`src/rtl/candidate_window_scanner_if.sv`:
```
// Scanner port bundle: window origin handshake, classifier verdict, candidate FIFO head and status.
interface candidate_window_scanner_if #(
    parameter int COORD_WIDTH = 8
);
    logic                   frame_ready;
    logic                   win_valid;
    logic [COORD_WIDTH-1:0] win_x;
    logic [COORD_WIDTH-1:0] win_y;
    logic                   win_ready;
    logic                   result_valid;
    logic                   candidate;
    logic                   cand_valid;
    logic [COORD_WIDTH-1:0] cand_x;
    logic [COORD_WIDTH-1:0] cand_y;
    logic                   cand_ready;
    logic                   busy;
    logic                   frame_done;
    logic [7:0]             drop_count;

    modport master (
        input  frame_ready, win_ready, result_valid, candidate, cand_ready,
        output win_valid, win_x, win_y, cand_valid, cand_x, cand_y, busy, frame_done, drop_count
    );

    modport slave (
        output frame_ready, win_ready, result_valid, candidate, cand_ready,
        input  win_valid, win_x, win_y, cand_valid, cand_x, cand_y, busy, frame_done, drop_count
    );
endinterface

```
`src/rtl/candidate_window_scanner.sv`:
```
// Raster-scans window origins into the cascade classifier and queues passing origins in an FWFT FIFO.
// 1 cycle frame_ready->first win_valid and verdict->next win_valid; holds origin until win_ready; drops hits when FIFO full.
module candidate_window_scanner #(
    parameter int IWIDTH      = 64,
    parameter int IHEIGHT     = 48,
    parameter int WIN_SIZE    = 24,
    parameter int STEP        = 1,
    parameter int COORD_WIDTH = 8,
    parameter int FIFO_DEPTH  = 8
) (
    input  logic                        clk_fpga,
    input  logic                        reset_fpga,
    candidate_window_scanner_if.master  bus
);
    localparam int CW1   = COORD_WIDTH + 1;
    localparam int PTR_W = $clog2(FIFO_DEPTH);
    localparam int PW1   = PTR_W + 1;

    localparam logic [COORD_WIDTH:0] XMAX   = CW1'(IWIDTH - WIN_SIZE);
    localparam logic [COORD_WIDTH:0] YMAX   = CW1'(IHEIGHT - WIN_SIZE);
    localparam logic [COORD_WIDTH:0] STEP_W = CW1'(STEP);
    localparam logic [PTR_W:0]       PTR_ONE = PW1'(1);

    typedef enum logic [1:0] {IDLE, ISSUE, WAIT, DONE} state_t;

    state_t               state;
    logic [COORD_WIDTH:0] x_next;
    logic [COORD_WIDTH:0] y_next;
    logic                 x_wrap;
    logic                 y_wrap;
    logic                 push;

    // One extra bit so origin + STEP can never wrap past the limit.
    assign x_next = {1'b0, bus.win_x} + STEP_W;
    assign y_next = {1'b0, bus.win_y} + STEP_W;
    assign x_wrap = x_next > XMAX;
    assign y_wrap = y_next > YMAX;
    assign push   = (state == WAIT) && bus.result_valid && bus.candidate;

    always_ff @(posedge clk_fpga or negedge reset_fpga) begin
        if (!reset_fpga) begin
            state          <= IDLE;
            bus.win_valid  <= 1'b0;
            bus.win_x      <= '0;
            bus.win_y      <= '0;
            bus.busy       <= 1'b0;
            bus.frame_done <= 1'b0;
        end else begin
            case (state)
                IDLE: begin
                    if (bus.frame_ready) begin
                        state         <= ISSUE;
                        bus.win_valid <= 1'b1;
                        bus.win_x     <= '0;
                        bus.win_y     <= '0;
                        bus.busy      <= 1'b1;
                    end
                end
                ISSUE: begin
                    if (bus.win_ready) begin
                        state         <= WAIT;
                        bus.win_valid <= 1'b0;
                    end
                end
                WAIT: begin
                    if (bus.result_valid) begin
                        if (x_wrap && y_wrap) begin
                            state          <= DONE;
                            bus.frame_done <= 1'b1;
                        end else begin
                            state         <= ISSUE;
                            bus.win_valid <= 1'b1;
                            if (x_wrap) begin
                                bus.win_x <= '0;
                                bus.win_y <= y_next[COORD_WIDTH-1:0];
                            end else begin
                                bus.win_x <= x_next[COORD_WIDTH-1:0];
                            end
                        end
                    end
                end
                DONE: begin
                    state          <= IDLE;
                    bus.frame_done <= 1'b0;
                    bus.busy       <= 1'b0;
                end
                default: state <= IDLE;
            endcase
        end
    end

    logic [2*COORD_WIDTH-1:0] mem [FIFO_DEPTH];
    logic [PTR_W:0]           wr_ptr;
    logic [PTR_W:0]           rd_ptr;
    logic                     fifo_empty;
    logic                     fifo_full;
    logic                     pop;
    logic                     fifo_wr;

    assign fifo_empty = (wr_ptr == rd_ptr);
    assign fifo_full  = (wr_ptr[PTR_W] != rd_ptr[PTR_W]) &&
                        (wr_ptr[PTR_W-1:0] == rd_ptr[PTR_W-1:0]);
    assign pop        = !fifo_empty && bus.cand_ready;
    // A pop in the same cycle frees the slot, so a full FIFO still accepts the push.
    assign fifo_wr    = push && (!fifo_full || pop);

    assign bus.cand_valid           = !fifo_empty;
    assign {bus.cand_x, bus.cand_y} = fifo_empty ? '0 : mem[rd_ptr[PTR_W-1:0]];

    always_ff @(posedge clk_fpga) begin
        if (fifo_wr) begin
            mem[wr_ptr[PTR_W-1:0]] <= {bus.win_x, bus.win_y};
        end
    end

    always_ff @(posedge clk_fpga or negedge reset_fpga) begin
        if (!reset_fpga) begin
            wr_ptr         <= '0;
            rd_ptr         <= '0;
            bus.drop_count <= '0;
        end else begin
            if (fifo_wr) begin
                wr_ptr <= wr_ptr + PTR_ONE;
            end
            if (pop) begin
                rd_ptr <= rd_ptr + PTR_ONE;
            end
            if (push && fifo_full && !pop && (bus.drop_count != 8'hFF)) begin
                bus.drop_count <= bus.drop_count + 8'd1;
            end
        end
    end
endmodule

```
`src/flat_wrapper.sv`:
```
// flat-port wrapper written by rule: the top's interface ports become plain ports
module candidate_window_scanner_flat 
#(
    parameter int IWIDTH      = 64,
    parameter int IHEIGHT     = 48,
    parameter int WIN_SIZE    = 24,
    parameter int STEP        = 1,
    parameter int COORD_WIDTH = 8,
    parameter int FIFO_DEPTH  = 8
)
  (clk_fpga, reset_fpga, bus_frame_ready, bus_win_ready, bus_result_valid, bus_candidate, bus_cand_ready, bus_win_valid, bus_win_x, bus_win_y, bus_cand_valid, bus_cand_x, bus_cand_y, bus_busy, bus_frame_done, bus_drop_count);
  candidate_window_scanner_if #(.COORD_WIDTH(COORD_WIDTH)) bus_i ();
  input  logic clk_fpga;
  input  logic reset_fpga;
  input wire logic [$bits(bus_i.frame_ready)-1:0] bus_frame_ready;
  input wire logic [$bits(bus_i.win_ready)-1:0] bus_win_ready;
  input wire logic [$bits(bus_i.result_valid)-1:0] bus_result_valid;
  input wire logic [$bits(bus_i.candidate)-1:0] bus_candidate;
  input wire logic [$bits(bus_i.cand_ready)-1:0] bus_cand_ready;
  output wire logic [$bits(bus_i.win_valid)-1:0] bus_win_valid;
  output wire logic [$bits(bus_i.win_x)-1:0] bus_win_x;
  output wire logic [$bits(bus_i.win_y)-1:0] bus_win_y;
  output wire logic [$bits(bus_i.cand_valid)-1:0] bus_cand_valid;
  output wire logic [$bits(bus_i.cand_x)-1:0] bus_cand_x;
  output wire logic [$bits(bus_i.cand_y)-1:0] bus_cand_y;
  output wire logic [$bits(bus_i.busy)-1:0] bus_busy;
  output wire logic [$bits(bus_i.frame_done)-1:0] bus_frame_done;
  output wire logic [$bits(bus_i.drop_count)-1:0] bus_drop_count;
  assign bus_i.frame_ready = bus_frame_ready;
  assign bus_i.win_ready = bus_win_ready;
  assign bus_i.result_valid = bus_result_valid;
  assign bus_i.candidate = bus_candidate;
  assign bus_i.cand_ready = bus_cand_ready;
  assign bus_win_valid = bus_i.win_valid;
  assign bus_win_x = bus_i.win_x;
  assign bus_win_y = bus_i.win_y;
  assign bus_cand_valid = bus_i.cand_valid;
  assign bus_cand_x = bus_i.cand_x;
  assign bus_cand_y = bus_i.cand_y;
  assign bus_busy = bus_i.busy;
  assign bus_frame_done = bus_i.frame_done;
  assign bus_drop_count = bus_i.drop_count;
  candidate_window_scanner #(.IWIDTH(IWIDTH), .IHEIGHT(IHEIGHT), .WIN_SIZE(WIN_SIZE), .STEP(STEP), .COORD_WIDTH(COORD_WIDTH), .FIFO_DEPTH(FIFO_DEPTH)) u_core (.clk_fpga(clk_fpga), .reset_fpga(reset_fpga), .bus(bus_i));
endmodule
```
`config.mk`:
```
export PLATFORM = sky130hd
export DESIGN_NAME = candidate_window_scanner_flat
export DESIGN_NICKNAME = d
export VERILOG_FILES = /design/src/rtl/candidate_window_scanner_if.sv /design/src/rtl/candidate_window_scanner.sv /design/src/flat_wrapper.sv
export SDC_FILE = /design/constraint.sdc
export NUM_CORES = 1
export LEC_CHECK = 0
export ABC_AREA = 0
export BUFFER_PORTS_ARGS = -buffer_cell sky130_fd_sc_hd__buf_2
export CORE_ASPECT_RATIO = 0.75
export CORE_UTILIZATION = 37
export CTS_BUF_LIST = sky130_fd_sc_hd__clkbuf_8
export DETAILED_ROUTE_END_ITERATION = 12
export MAX_ROUTING_LAYER = met4
export PLACE_DENSITY = 0.65
export SYNTH_ARGS = -nofsm -noshare
export SYNTH_HDL_FRONTEND = slang
export SYNTH_SLANG_ARGS = --single-unit
```
`constraint.sdc`:
```
create_clock -name clk_fpga -period 5.1 [get_ports clk_fpga]
set_clock_uncertainty 0.15 [all_clocks]
set_input_delay 0.765 -clock clk_fpga [delete_from_list [all_inputs] [get_ports clk_fpga]]
set_output_delay 0.765 -clock clk_fpga [all_outputs]
set_load 0.005 [all_outputs]
```
---- Word-level counts from Yosys, hierarchy flattened ----
Memory sizes are Yosys's and may differ from the RTL's.
Index checks and enable logic that the tools add are counted.
operators by class
  add/sub/neg operators ................... 5
  reductions and logical operators ........ 24
  shifts and indexed selects .............. 0
  equal/unequal tests ..................... 13
  $mul .................................... 0
  muxes and demuxes ....................... 26
  bitwise operators ....................... 0
  div/mod/pow operators ................... 0
  magnitude comparators ................... 2
operators by type and width
  cell                   number
  $mux W8                7
  $pmux W8 S2            2
  $add A8 B1 Y9 const B  2
  $mux W16               1
  $ne A2 B2 Y1 const B   5
  $reduce_and A5 Y1      2
  $gt A9 B5 Y1 const B   1
  $gt A9 B6 Y1 const B   1
  $logic_and A1 B1 Y1    9
  $add A4 B1 Y4 const B  2
  $add A8 B1 Y8 const B  1
  $mux W1                8
  $mux W2                4
  $ne A8 B8 Y1 const B   1
  $pmux W2 S4            1
  $reduce_and A3 Y1      2
  $reduce_bool A2 Y1     3
  $eq A2 B2 Y1 const B   2
  $eq A4 B4 Y1           1
  $pmux W1 S2            2
  $reduce_and A4 Y1      1
  $eq A3 B3 Y1           1
  $logic_not A1 Y1       3
  $pmux W1 S3            1
  7 further kinds        7
storage, ports and cells
  memories ................................ 1
  latch bits .............................. 0
  register bits after elaboration ......... 37
  bits in writable memories ............... 128
  output and inout port bits .............. 44
  logic and storage cells ................. 80
  memory bits (read-only) ................. 0
memories
  name        words  width  rd ports  clocked after Yosys merged registers in  write ports  RTL line                        text
  u_core.mem  8      16     1         0                                        1            candidate_window_scanner.sv:92  logic [2*COORD_WIDTH-1:0] mem [FIFO_DEPTH];

---- Depth between registers and ports, before layout ----
  word-level depth ........................ 7
  gate-level depth with buffers ........... 9

---- Least setup slack after synthesis ----
OpenSTA, ideal clock, no wires.
  path type ............................... register -> register
  from .................................... reg u_core.rd_ptr[0]
  to ...................................... mem u_core.mem[1][0] (netlist name), enable pin
  setup time .............................. 0.436 ns
  buffers on the path ..................... 1
  period minus slack after synthesis ...... 3.545 ns
  cell stages (with the launch flop) ...... 7
  arrival time ............................ 2.958 ns
  slack ................................... 1.555 ns
  path through ............................ dfrtp_1 > clkbuf_1 > xnor2_1 > nand3_1 > or3_1 > nand3_1 > nor4b_1
on the way
  cells in the longest elaborated chain, start to end .. 7
  elaborated cells between the ends (all ways) .. 10
ends and longest elaborated chain
  what                                                            RTL line                                                          text
  start: declaration                                              candidate_window_scanner.sv:94                                    logic [PTR_W:0] rd_ptr;
  start signal: assignment                                        candidate_window_scanner.sv:126                                   rd_ptr <= rd_ptr + PTR_ONE;
  $eq A4 B4 Y1 / $eq A3 B3 Y1 (equally long branches)             candidate_window_scanner.sv:100, candidate_window_scanner.sv:102
  $logic_not A1 Y1 / $logic_and A1 B1 Y1 (equally long branches)  candidate_window_scanner.sv:103, candidate_window_scanner.sv:101
  $logic_and A1 B1 Y1 / $logic_not A1 Y1 (equally long branches)  candidate_window_scanner.sv:103, candidate_window_scanner.sv:105
  $logic_or A1 B1 Y1 (*)                                          candidate_window_scanner.sv:105                                   assign fifo_wr = push && (!fifo_full || pop);
  $logic_and A1 B1 Y1 (*)                                         candidate_window_scanner.sv:105
  $mux W1 (*)                                                     candidate_window_scanner.sv:111                                   if (fifo_wr) begin
  $mux W1 (not written as such) (*)                               candidate_window_scanner.sv:112                                   mem[wr_ptr[PTR_W-1:0]] <= {bus.win_x, bus.win_y};
  end: declaration                                                candidate_window_scanner.sv:92
Mark *: on every way between the ends. The rest lies on a longest branch, timed or not.

---- Worst setup path after layout ----
  from .................................... reg u_core.rd_ptr[0]
  to ...................................... out bus_cand_y[4]
on the way
  cells in the longest elaborated chain, start to end .. 2
  elaborated cells between the ends (all ways) .. 3
ends and longest elaborated chain
  what                                                   RTL line                         text
  $mem_v2 Z8 W16 / $eq A4 B4 Y1 (equally long branches)  -
  $mux W16 (*)                                           candidate_window_scanner.sv:108  assign {bus.cand_x, bus.cand_y} = fifo_empty ? '0 : mem[rd_ptr[PTR_W-1:0]];
  end: declaration                                       flat_wrapper.sv:25               output wire logic [$bits(bus_i.cand_y)-1:0] bus_cand_y;
Marked as above.

==> flow_metrics.tcl <==
set metrics [dict create \
    viasPerCell 5.169 \
    synthCells 432 \
    io_pins 51 \
    hpwl_um 8853 \
    core_region_area_um2 18450 \
    drt_iter0_drc 272 \
    timing.final.crit_share_pct 70.05 \
    grt_pass1_vias 4059 \
    async_reset_ff_share_pct 22.42 \
    cts.path.max_buffers 2 \
    initial_utilization_pct 37.78 \
    htree_levels 4 \
    synth_edf_count 128 \
    cts_made_buffers 17 \
    r2r_end "u_core.bus.win_x[1]" \
    syn2layout_area_growth_pct 14.07 \
    ant_nets 0 \
    rows 43 \
    die_area_um2 19400 \
    hold_violations 0 \
    worst-setup-path-type "reg2out" \
    finalMaxSlewViolations 0 \
    gp_congestion 0.7719 \
    r2r.worst_path.cells 7 \
    grt_max_degree 38 \
    drive_gt1_share_pct 27.72 \
    postCtsHoldBufs 0 \
    antenna_found_initial 0 \
    crit_arrival_ns 2.66 \
    clock_latency_ns 0.46 \
    dr.pass1.iters 4 \
    mostFrequentLayoutCell "edfxtp_1" \
    yosys.cell_types.count 53 \
    n_antenna_cell 0 \
    vdd_drop_max_mv 0.1915 \
    hp-class "in2async" \
    cts_tree "built" \
    mostFrequentLayoutCells "edfxtp_1 (128), buf_2 (50), dfrtp_1 (36)" \
    seq_area_frac_synth_pct 68.41 \
    syn_area_per_cell_um2 16.14 \
    grt_pass1_wl_um 22680 \
    cts_sinks 165 \
    fin_util_pct 43.09 \
    wl_per_cell_um 19.08 \
    r2r_setup_slack_ns 2.00 \
    io_buffers 50 \
    post_cts_buffers 0 \
    cts_resized 0 \
    synth-main-ff-cell "edfxtp_1" \
    grt_usage_pct 16.39 \
    grt.overflow.total 0 \
    worstSetupStartpointType "flop" \
    final_net_count 506 \
    power.leakage_nw 2.957 \
    syn_area_um2 6972 \
    wl_um 14350 \
    vias 3887 \
    cp-end-kind "output port" \
    ys_ff_latch 165 \
    fmax_mhz 279.9 \
    rsz0062_at_grt "no" \
    power.density_nw_per_um2 430.2 \
    setup_tns_ns 0 \
    synth_fp_nets 446 \
    timing.slew.headroom_pct 29.08 \
    clk_pin_slew_ns 0.09 \
    drc 0 \
    die_w_um 160.5 \
    r2r-start "u_core.bus.win_x[0]" \
    max_cap_violations 0 \
    setup_viol 0 \
    status "finished clean" \
    worst_pin_slew_ns 1.060 \
    cp.required_ns 4.18 \
    crit_fanout 19 \
    fin_crit_ns 3.573 \
    cts-root-buf "clkbuf_8" \
    fp.dieH_um 120.9 \
    yosysWarnings 0 \
]
worst max-delay path, stage by stage, from the launching register on:
cell	delay, ns
dfrtp_2	0.76
buf_4	0.45
mux4_2	0.56
mux2i_1	0.21
nor2_1	0.07
buf_2	0.13
synthesized netlist by cell type (2+ instances only):
cell type | instances | area share, %
mux2_2 | 3 | 0.48
xor2_1 | 4 | 0.50
mux4_2 | 32 | 10
nor4b_1 | 2 | 0.25
buf_1 | 3 | 0.16
o21ai_0 | 11 | 0.79
and3_1 | 4 | 0.36
and2_1 | 6 | 0.54
nand3_1 | 12 | 0.86
o22a_1 | 3 | 0.38
nor4_1 | 2 | 0.18
nand4_1 | 3 | 0.27
a211o_1 | 3 | 0.38
nor3_1 | 3 | 0.22
nor3b_1 | 3 | 0.32
nor2b_1 | 8 | 0.72
a211oi_1 | 2 | 0.22
a21o_1 | 4 | 0.43
mux2_4 | 2 | 0.43
a31oi_1 | 3 | 0.27
inv_1 | 7 | 0.38
ha_1 | 7 | 1.3
o211ai_1 | 2 | 0.22
nor2_1 | 28 | 1.5
a21oi_1 | 10 | 0.72
nand2_1 | 29 | 1.6
a22o_1 | 2 | 0.25
or3_1 | 2 | 0.18
buf_2 | 4 | 0.29
edfxtp_1 | 128 | 55
mux2i_1 | 16 | 2.3
nand2b_1 | 4 | 0.36
a21boi_0 | 2 | 0.22
xnor2_1 | 12 | 1.5
clkbuf_1 | 12 | 0.65
dfrtp_1 | 37 | 13
layout make-up:
| type | count | area [um2] |
|---|---|---|
| repair buffers | 62 | 340.3 |
| fillers | 1652 | 10500 |
| inverters | 7 | 26.28 |
| multi-input cells | 239 | 2126 |
| clock inverters | 15 | 146.4 |
| clock buffers | 17 | 234.0 |
| flip-flops and latches | 165 | 4771 |
| well taps | 247 | 309.0 |
registers in the layout, indices dropped and copies added (netlist names):
signal / count
u_core.bus.frame_done: 1
u_core.bus.win_valid: 1
u_core.bus.win_y: 8
u_core.bus.busy: 1
u_core.wr_ptr: 4
u_core.state: 2
u_core.bus.win_x: 8
u_core.mem: 128
u_core.rd_ptr: 4
u_core.bus.drop_count: 8
per-stage QoR:
| stage | instances | cell area [um2] | hold WS, ns | setup slack [ns] | total power (W) |
|---|---|---|---|---|---|
| 4_1_cts | 752 | 7953 | 0.2676 | 1.434 | 0.003472 |
| 3_3_place_gp | 720 | 7572 | 0.3228 | 1.981 | 0.002545 |
| 3_5_place_dp | 720 | 7572 | 0.3306 | 1.937 | 0.002566 |
| 6_report | 752 | 7953 | 0.2468 | 1.527 | 0.003421 |
| 5_1_grt | 752 | 7953 | 0.3104 | 1.297 | 0.003598 |
| 2_1_floorplan | 432 | 6972 | 0.3117 | 1.555 | 0.002264 |
worst max path at each step:
stage	from	end	slack, ns	cells past startpoint
final	u_core.rd_ptr[0]	bus_cand_y[4]	1.53	5
after global routing	u_core.rd_ptr[0]	bus_cand_y[4]	1.30	5
after CTS	u_core.rd_ptr[0]	bus_cand_y[4]	1.43	5
after detailed placement	u_core.rd_ptr[0]	bus_cand_y[4]	1.94	5
after global placement	u_core.rd_ptr[0]	bus_cand_y[4]	1.98	5
after floorplan	u_core.rd_ptr[0]	u_core.mem[1][0]	1.56	6
routing by layer:
layer | global-route usage, % | routed length, um | vias to the layer above
met5 | - | 0 | -
met1 | 21.50 | 6537 | 1997
met4 | 4.464 | 114 | 0
met3 | 3.828 | 747 | 12
li1 | - | - | 1790
met2 | 25.70 | 6947 | 88
logic make-up (layout without fill, tap and decap cells):
group	Yosys count	after routing	share of synthesized area [%]
compound gates	49	49	4.702
xor+xnor	16	16	2.010
fa+ha+maj	7	7	1.256
buf+inv	28	101	1.741
flops	165	165	68.41
mux	53	53	13.55
simple gates	114	114	8.327
report_power, final:
group	internal (W)	leakage [nW]	total (W)	switching, W
Clock	0.000398	0.198	0.000907	0.000509
Combinational	0.000448	1.12	0.000877	0.000429
Sequential	0.00151	1.64	0.00164	0.000131
No activity file was read; power rests on OpenSTA's default activity.
